File: src/rtl/register_bank.sv
// register_bank: register file (r0 hard-wired to 0) with two registered read ports and write-first bypass.
// Serial dump FSM (IDLE/SEND/DONE) is built only when REGISTER_BANK_DUMP_EN is defined.
module register_bank #(
    parameter int DATA_WIDTH = 32,
    parameter int ADDR_WIDTH = 5
) (
    input  logic                  clock,
    input  logic                  reset,
    input  logic [ADDR_WIDTH-1:0] read_addr_a,
    input  logic [ADDR_WIDTH-1:0] read_addr_b,
    input  logic [ADDR_WIDTH-1:0] write_address,
    input  logic [DATA_WIDTH-1:0] write_data,
    input  logic                  reg_write,
    output logic [DATA_WIDTH-1:0] data_a,
    output logic [DATA_WIDTH-1:0] data_b,
    input  logic                  dump_start,
    input  logic                  dump_ready,
    output logic                  dump_valid,
    output logic [ADDR_WIDTH-1:0] dump_addr,
    output logic [DATA_WIDTH-1:0] dump_data,
    output logic                  dump_busy,
    output logic                  dump_done
);
    localparam int DEPTH = 2 ** ADDR_WIDTH;

    logic [DATA_WIDTH-1:0] registers [DEPTH];
    logic                  wr_en;

    assign wr_en = reg_write && write_address != '0;

    // r0 is never written, so the bypass naturally returns 0 for address 0
    function automatic logic [DATA_WIDTH-1:0] bypass(input logic [ADDR_WIDTH-1:0] addr);
        return (wr_en && write_address == addr) ? write_data : registers[addr];
    endfunction

    always_ff @(posedge clock or posedge reset) begin
        if (reset) begin
            for (int i = 0; i < DEPTH; i++) registers[i] <= '0;
        end else if (wr_en) begin
            registers[write_address] <= write_data;
        end
    end

    always_ff @(posedge clock or posedge reset) begin
        if (reset) begin
            data_a <= '0;
            data_b <= '0;
        end else begin
            data_a <= bypass(read_addr_a);
            data_b <= bypass(read_addr_b);
        end
    end

`ifdef REGISTER_BANK_DUMP_EN
    typedef enum logic [1:0] {IDLE, SEND, DONE} state_t;

    state_t                state;
    logic [ADDR_WIDTH-1:0] next_addr;

    assign next_addr = dump_addr + 1'b1;

    // dump_addr doubles as the beat pointer; dump_valid is high for all of SEND
    always_ff @(posedge clock or posedge reset) begin
        if (reset) begin
            state      <= IDLE;
            dump_addr  <= '0;
            dump_data  <= '0;
            dump_valid <= 1'b0;
            dump_busy  <= 1'b0;
            dump_done  <= 1'b0;
        end else begin
            dump_done <= 1'b0;
            case (state)
                IDLE: if (dump_start) begin
                    state      <= SEND;
                    dump_addr  <= '0;
                    dump_data  <= bypass('0);
                    dump_valid <= 1'b1;
                    dump_busy  <= 1'b1;
                end
                SEND: if (dump_ready) begin
                    if (&dump_addr) begin
                        state      <= DONE;
                        dump_valid <= 1'b0;
                        dump_busy  <= 1'b0;
                        dump_done  <= 1'b1;
                    end else begin
                        dump_addr <= next_addr;
                        dump_data <= bypass(next_addr);
                    end
                end
                default: state <= IDLE;
            endcase
        end
    end
`else
    logic unused_dump;

    assign unused_dump = ^{dump_start, dump_ready};
    assign dump_valid  = 1'b0;
    assign dump_addr   = '0;
    assign dump_data   = '0;
    assign dump_busy   = 1'b0;
    assign dump_done   = 1'b0;
`endif
endmodule

File: config.mk
export PLATFORM = sky130hd
export DESIGN_NAME = register_bank
export DESIGN_NICKNAME = d
export VERILOG_FILES = /design/src/rtl/register_bank.sv
export SDC_FILE = /design/constraint.sdc
export NUM_CORES = 2
export LEC_CHECK = 0
export CELL_PAD_IN_SITES_DETAIL_PLACEMENT = 1
export CELL_PAD_IN_SITES_GLOBAL_PLACEMENT = 1
export CORE_MARGIN = 8
export CORE_UTILIZATION = 57
export CTS_CLUSTER_DIAMETER = 80
export DETAILED_ROUTE_END_ITERATION = 12
export HOLD_SLACK_MARGIN = 0.1
export PLACE_DENSITY = 0.89
export SETUP_SLACK_MARGIN = 0.1
export SYNTH_ARGS = -nofsm -noshare
export SYNTH_HDL_FRONTEND = slang
export SYNTH_SLANG_ARGS = --single-unit
File: constraint.sdc
create_clock -name clock -period 63 [get_ports clock]
set_input_delay 12.6 -clock clock [delete_from_list [all_inputs] [get_ports clock]]
set_output_delay 12.6 -clock clock [all_outputs]
set_load 0.01 [all_outputs]
# ---- Word level (Yosys, flattened, before mapping)
# Cells that the tools add are included.
dict set report classes {
  magnitude_cmp 4
  eq_ne 2
  n_mux 11
  bitwise_logic 3
  reduce_logical 5
}
# cell n
set op_table {}
lappend op_table {{bitwise mux 1024 bit} 1}
lappend op_table {{binary-select mux 32 bit (select 5 bit)} 2}
lappend op_table {{two-way mux 32 bit} 7}
lappend op_table {{demux 32 bit (select 5 bit)} 1}
lappend op_table {{>= comparator 6 bit (second input constant)} 3}
lappend op_table {{NOT 5 -> 6 bit} 3}
lappend op_table {{== test 5 bit} 2}
lappend op_table {{< comparator 6 x 1 -> 1 bit (second input constant)} 1}
lappend op_table {{nonzero test 5 bit} 1}
lappend op_table {{logical AND 1 bit} 4}
dict set report totals {
  ff_bits 1088
  input_bits 52
  out_inout_bits 104
  word_cells 59
}

# ---- Logic depth before layout (Yosys ltp)
dict set report logic_depth {
  ltp_word 6
  ltp_mapped 8
  ltp_nobuf 5
}

# ---- Worst setup path before layout
# OpenSTA, ideal clock, no wires.
dict set report synth_path {
  kind {input port to flip-flop}
  from {input port read_addr_b[0]}
  to {register data_b[1]}
  setup_ps 120
  arrival_time_ps 14104
  slack_ps 48776
  cell_stages 7
  path_buffers 2
  path_cell_list {buf_6 buf_8 mux4_2 mux2i_1 nor2_1 or4_1 o211a_1}
}
dict set report synth_between {
  elab_chain_len 5
}
# element line
set synth_lines {}
lappend synth_lines {{from (decl)} 10} ;# input logic [ADDR_WIDTH-1:0] read_addr_b,
lappend synth_lines {{NOT 5 -> 6 bit (implied by the code)} 33} ;# return (wr_en && write_address == addr) ? write_data : registers[addr];
lappend synth_lines {{binary-select mux 32 bit (select 5 bit)} 33}
lappend synth_lines {{two-way mux 32 bit (implied by the code) (2 in series)} 33}
lappend synth_lines {{two-way mux 32 bit (*)} 33}
lappend synth_lines {{to (signal assigned)} 50} ;# data_b <= bypass(read_addr_b);
lappend synth_lines {{to (decl)} 15} ;# output logic [DATA_WIDTH-1:0] data_b,
# Every way passes the cells marked *; elsewhere a longest branch is shown, timed or not. The select of a mux whose other input is x is not followed.
# A chain may end at the register's enable or synchronous reset.

# ---- Worst setup path after layout
# Ends and elaborated chain as after synthesis.

==> flow_summary.yaml <==
synth:
  synth_cells: 3601
  yosysTopAreaCell: "dfrtp_1"
  ys_top_cells_by_area: "dfrtp_1 49%, mux2_2 20%, mux4_2 20%"
  yosysSeqAreaShare: 0.4880
  synth_top_area_frac: 0.4880
  async_reset_ff_frac: 1.000
  netlist_area_um2: 55790
  ys_ff_latch: 1088
  synth_cell_types: 46
  synth_edf_count: 0
  ys.flop_type: "dfrtp_1"
  ys.warnings.count: 0
  syn_area_per_cell_um2: 15.49
worst_setup_path:
  start_kind: "input pin"
  cp-end-kind: "register"
  crit_fanout: 83
  path_class: "input pin to register"
  cp.required_ns: 63.56
  worstPathArrival_ns: 16.87
power_and_ir_drop:
  p_leak_nw: 26.16
  comb_power_share: 0.199
  ir_drop_v: 0.00002560
  switchingPower_mw: 0.6257
  swShare: 0.3002
  power-per-cell-area_nw_per_um2: 34.32
  power.share.clock: 0.339
  seqPwrFrac: 0.462
  power.internal_mw: 1.458
routing:
  first_pass_iters: 6
  drt_iter0_drc: 5753
  ant_nets: 0
  avgRoutedWirePerCell_um: 43.76
  vias: 39240
  route.detailed.drc: 0
  wl_um: 212700
  viasPerCell: 8.072
flow_run:
  maxCapViolations: 0
timing:
  tightest_slew_ns: 1.438
  maxSlewViolCount: 0
  relSlewSlack: 0.03949
  hold_viol_final: 0
  rsz0062_at_grt: "false"
  skew_ns: 0.05157
  fin_crit_ns: 16.31
  finalSetupTns_ns: 0
  max_freq_mhz: 61.30
  min_period_over_period: 0.2589
  finalSetupViolCount: 0
layout:
  drive_above_1_share: 0.4954
  multi_input_area_um2: 26380
  final_area_um2: 60730
  seqCellArea_um2: 27230
  final_common_cell: "dfrtp_1"
  synthToLayoutAreaGrowth_pct: 8.847
  n_fill_cell: 8252
  final_cell_mix: "1088 x dfrtp_1, 989 x mux2_2, 486 x mux4_2, 248 x o22ai_1, 115 x clkbuf_16"
  final_net_count: 3536
cts:
  clkTransAtPathRegs_ns: 0.06
  cts_made_buffers: 113
  tritoncts: "yes"
  ctsHoldBuffers: 0
  h-tree-depth: 3
  insertion_delay_ns: 0.74
  cts.path.max_buffers: 3
  clk_root_buffer_cell: "clkbuf_16"
  cts_setup_buffers: 0
  clock_sinks: 1088
  cts_resized: 0
global_route:
  antenna_found_initial: 10
  grt_max_degree: 160
  grt_pass1_wl_um: 312000
  grt_pass1_vias: 42860
  overflow: 0
  grt_usage: 0.3931
die:
  start_util: 0.5761
  die-area_um2: 108100
  io_pins: 156
  fp-row-count: 114
  die_h_um: 328.9
  core_um2: 96850
  die_w_um: 328.9
placement:
  place_area_um2: 56930
  gp_congestion: 0.7732
  port_buffers: 113
  hpwlAfterDp_um: 103700
hold_path:
  min-delay-path-class: "register to register"
status:
  status: "completed"
[layout make-up]
cell class              instances  share of cell area
flip-flops and latches       1088              0.4483
multi-input cells            2094              0.4344
clock buffers                 181             0.05707
repair buffers                185             0.02827
well taps                    1276             0.02629
clock inverters                25            0.004986
diodes                         10           0.0004121
inverters                       2           0.0002472
[power by group through the flow]
stage / registers, mW / clock network (mW) / logic, mW
2_1_floorplan: 0.906 / 0 / 0.295
3_3_place_gp: 0.915 / 0 / 0.357
3_5_place_dp: 0.945 / 0 / 0.384
4_1_cts: 0.952 / 0.704 / 0.409
5_1_grt: 0.967 / 0.726 / 0.429
6_report: 0.964 / 0.706 / 0.414
[flip-flops by register name (all words and copies together) (netlist names)]
signal and flops:
data_b 32, registers 1024, data_a 32
[cells in the mapped netlist, drive strengths merged (3+ instances only)]
master  number
xor2         4
mux2i       10
nor2        18
mux4       508
nor2b        3
dfrtp     1088
xnor2        6
mux2       992
nand2       85
nand3       12
nor4         3
nor3b        3
nand3b      10
or4         63
buf        299
o22ai      248
nand2b       4
o21ai       62
clkbuf     157
[worst paths after layout]
path	endpoint	cells after the start	slack (ns)	from
worst max-delay path	data_b[1]$_DFF_PP0_	8	46.69	read_addr_b[0]
worst min-delay path	registers[1004]$_DFFE_PP0P_	0	0.40	registers[1004]$_DFFE_PP0P_
worst max register to register	data_b[31]$_DFF_PP0_	4	60.76	registers[287]$_DFFE_PP0P_
worst min register to register	registers[1004]$_DFFE_PP0P_	0	0.40	registers[1004]$_DFFE_PP0P_
max in group asynchronous	registers[568]$_DFFE_PP0P_	5	47.24	reset
min in group asynchronous	registers[926]$_DFFE_PP0P_	2	12.45	reset
[metrics by stage]
step / hold slack (ns) / instances / setup slack [ns] / utilization / power (mW)
finish: 0.3981 / 4861 / 46.69 / 0.6270 / 2.084
global placement: 0.3763 / 4645 / 46.09 / 0.5878 / 1.272
CTS: 0.4011 / 4851 / 46.70 / 0.6268 / 2.064
detailed placement: 0.3842 / 4645 / 46.05 / 0.5878 / 1.329
global route: 0.4148 / 4855 / 46.44 / 0.6269 / 2.123
floorplan: 0.4413 / 3640 / 19.77 / - / 1.201
[worst max-delay path, stage by stage]
cell	delay (ns)
buf_8	0.65
buf_4	0.81
buf_4	0.88
mux4_2	0.61
mux2i_1	0.22
nor2_1	0.08
or4_1	0.52
o211a_1	0.22
[layer usage]
| layer | share of wire | up-vias | wire [µm] | global-route usage |
|---|---|---|---|---|
| li1 | - | 13680 | - | - |
| met5 | 0.000061 | - | 13 | 0 |
| met1 | 0.33 | 20460 | 70310 | 0.4737 |
| met4 | 0.087 | 2 | 18510 | 0.2826 |
| met3 | 0.13 | 1348 | 27510 | 0.1423 |
| met2 | 0.45 | 3747 | 96350 | 0.5866 |
[cell families (layout without fill, tap and decap cells)]
kind of cell / Yosys count / count (layout) / synth area share
and+or+nand+nor: 216 / 216 / 0.02169
buffers and inverters: 458 / 393 / 0.04548
AOI/OAI and AO/OA: 318 / 318 / 0.03463
muxes: 1510 / 1510 / 0.4086
DFF: 1088 / 1088 / 0.4880
xor gates and xnor gates: 10 / 10 / 0.001570
other: 1 / 50 / 0.00006722
Power figures use the tool's default switching activity.
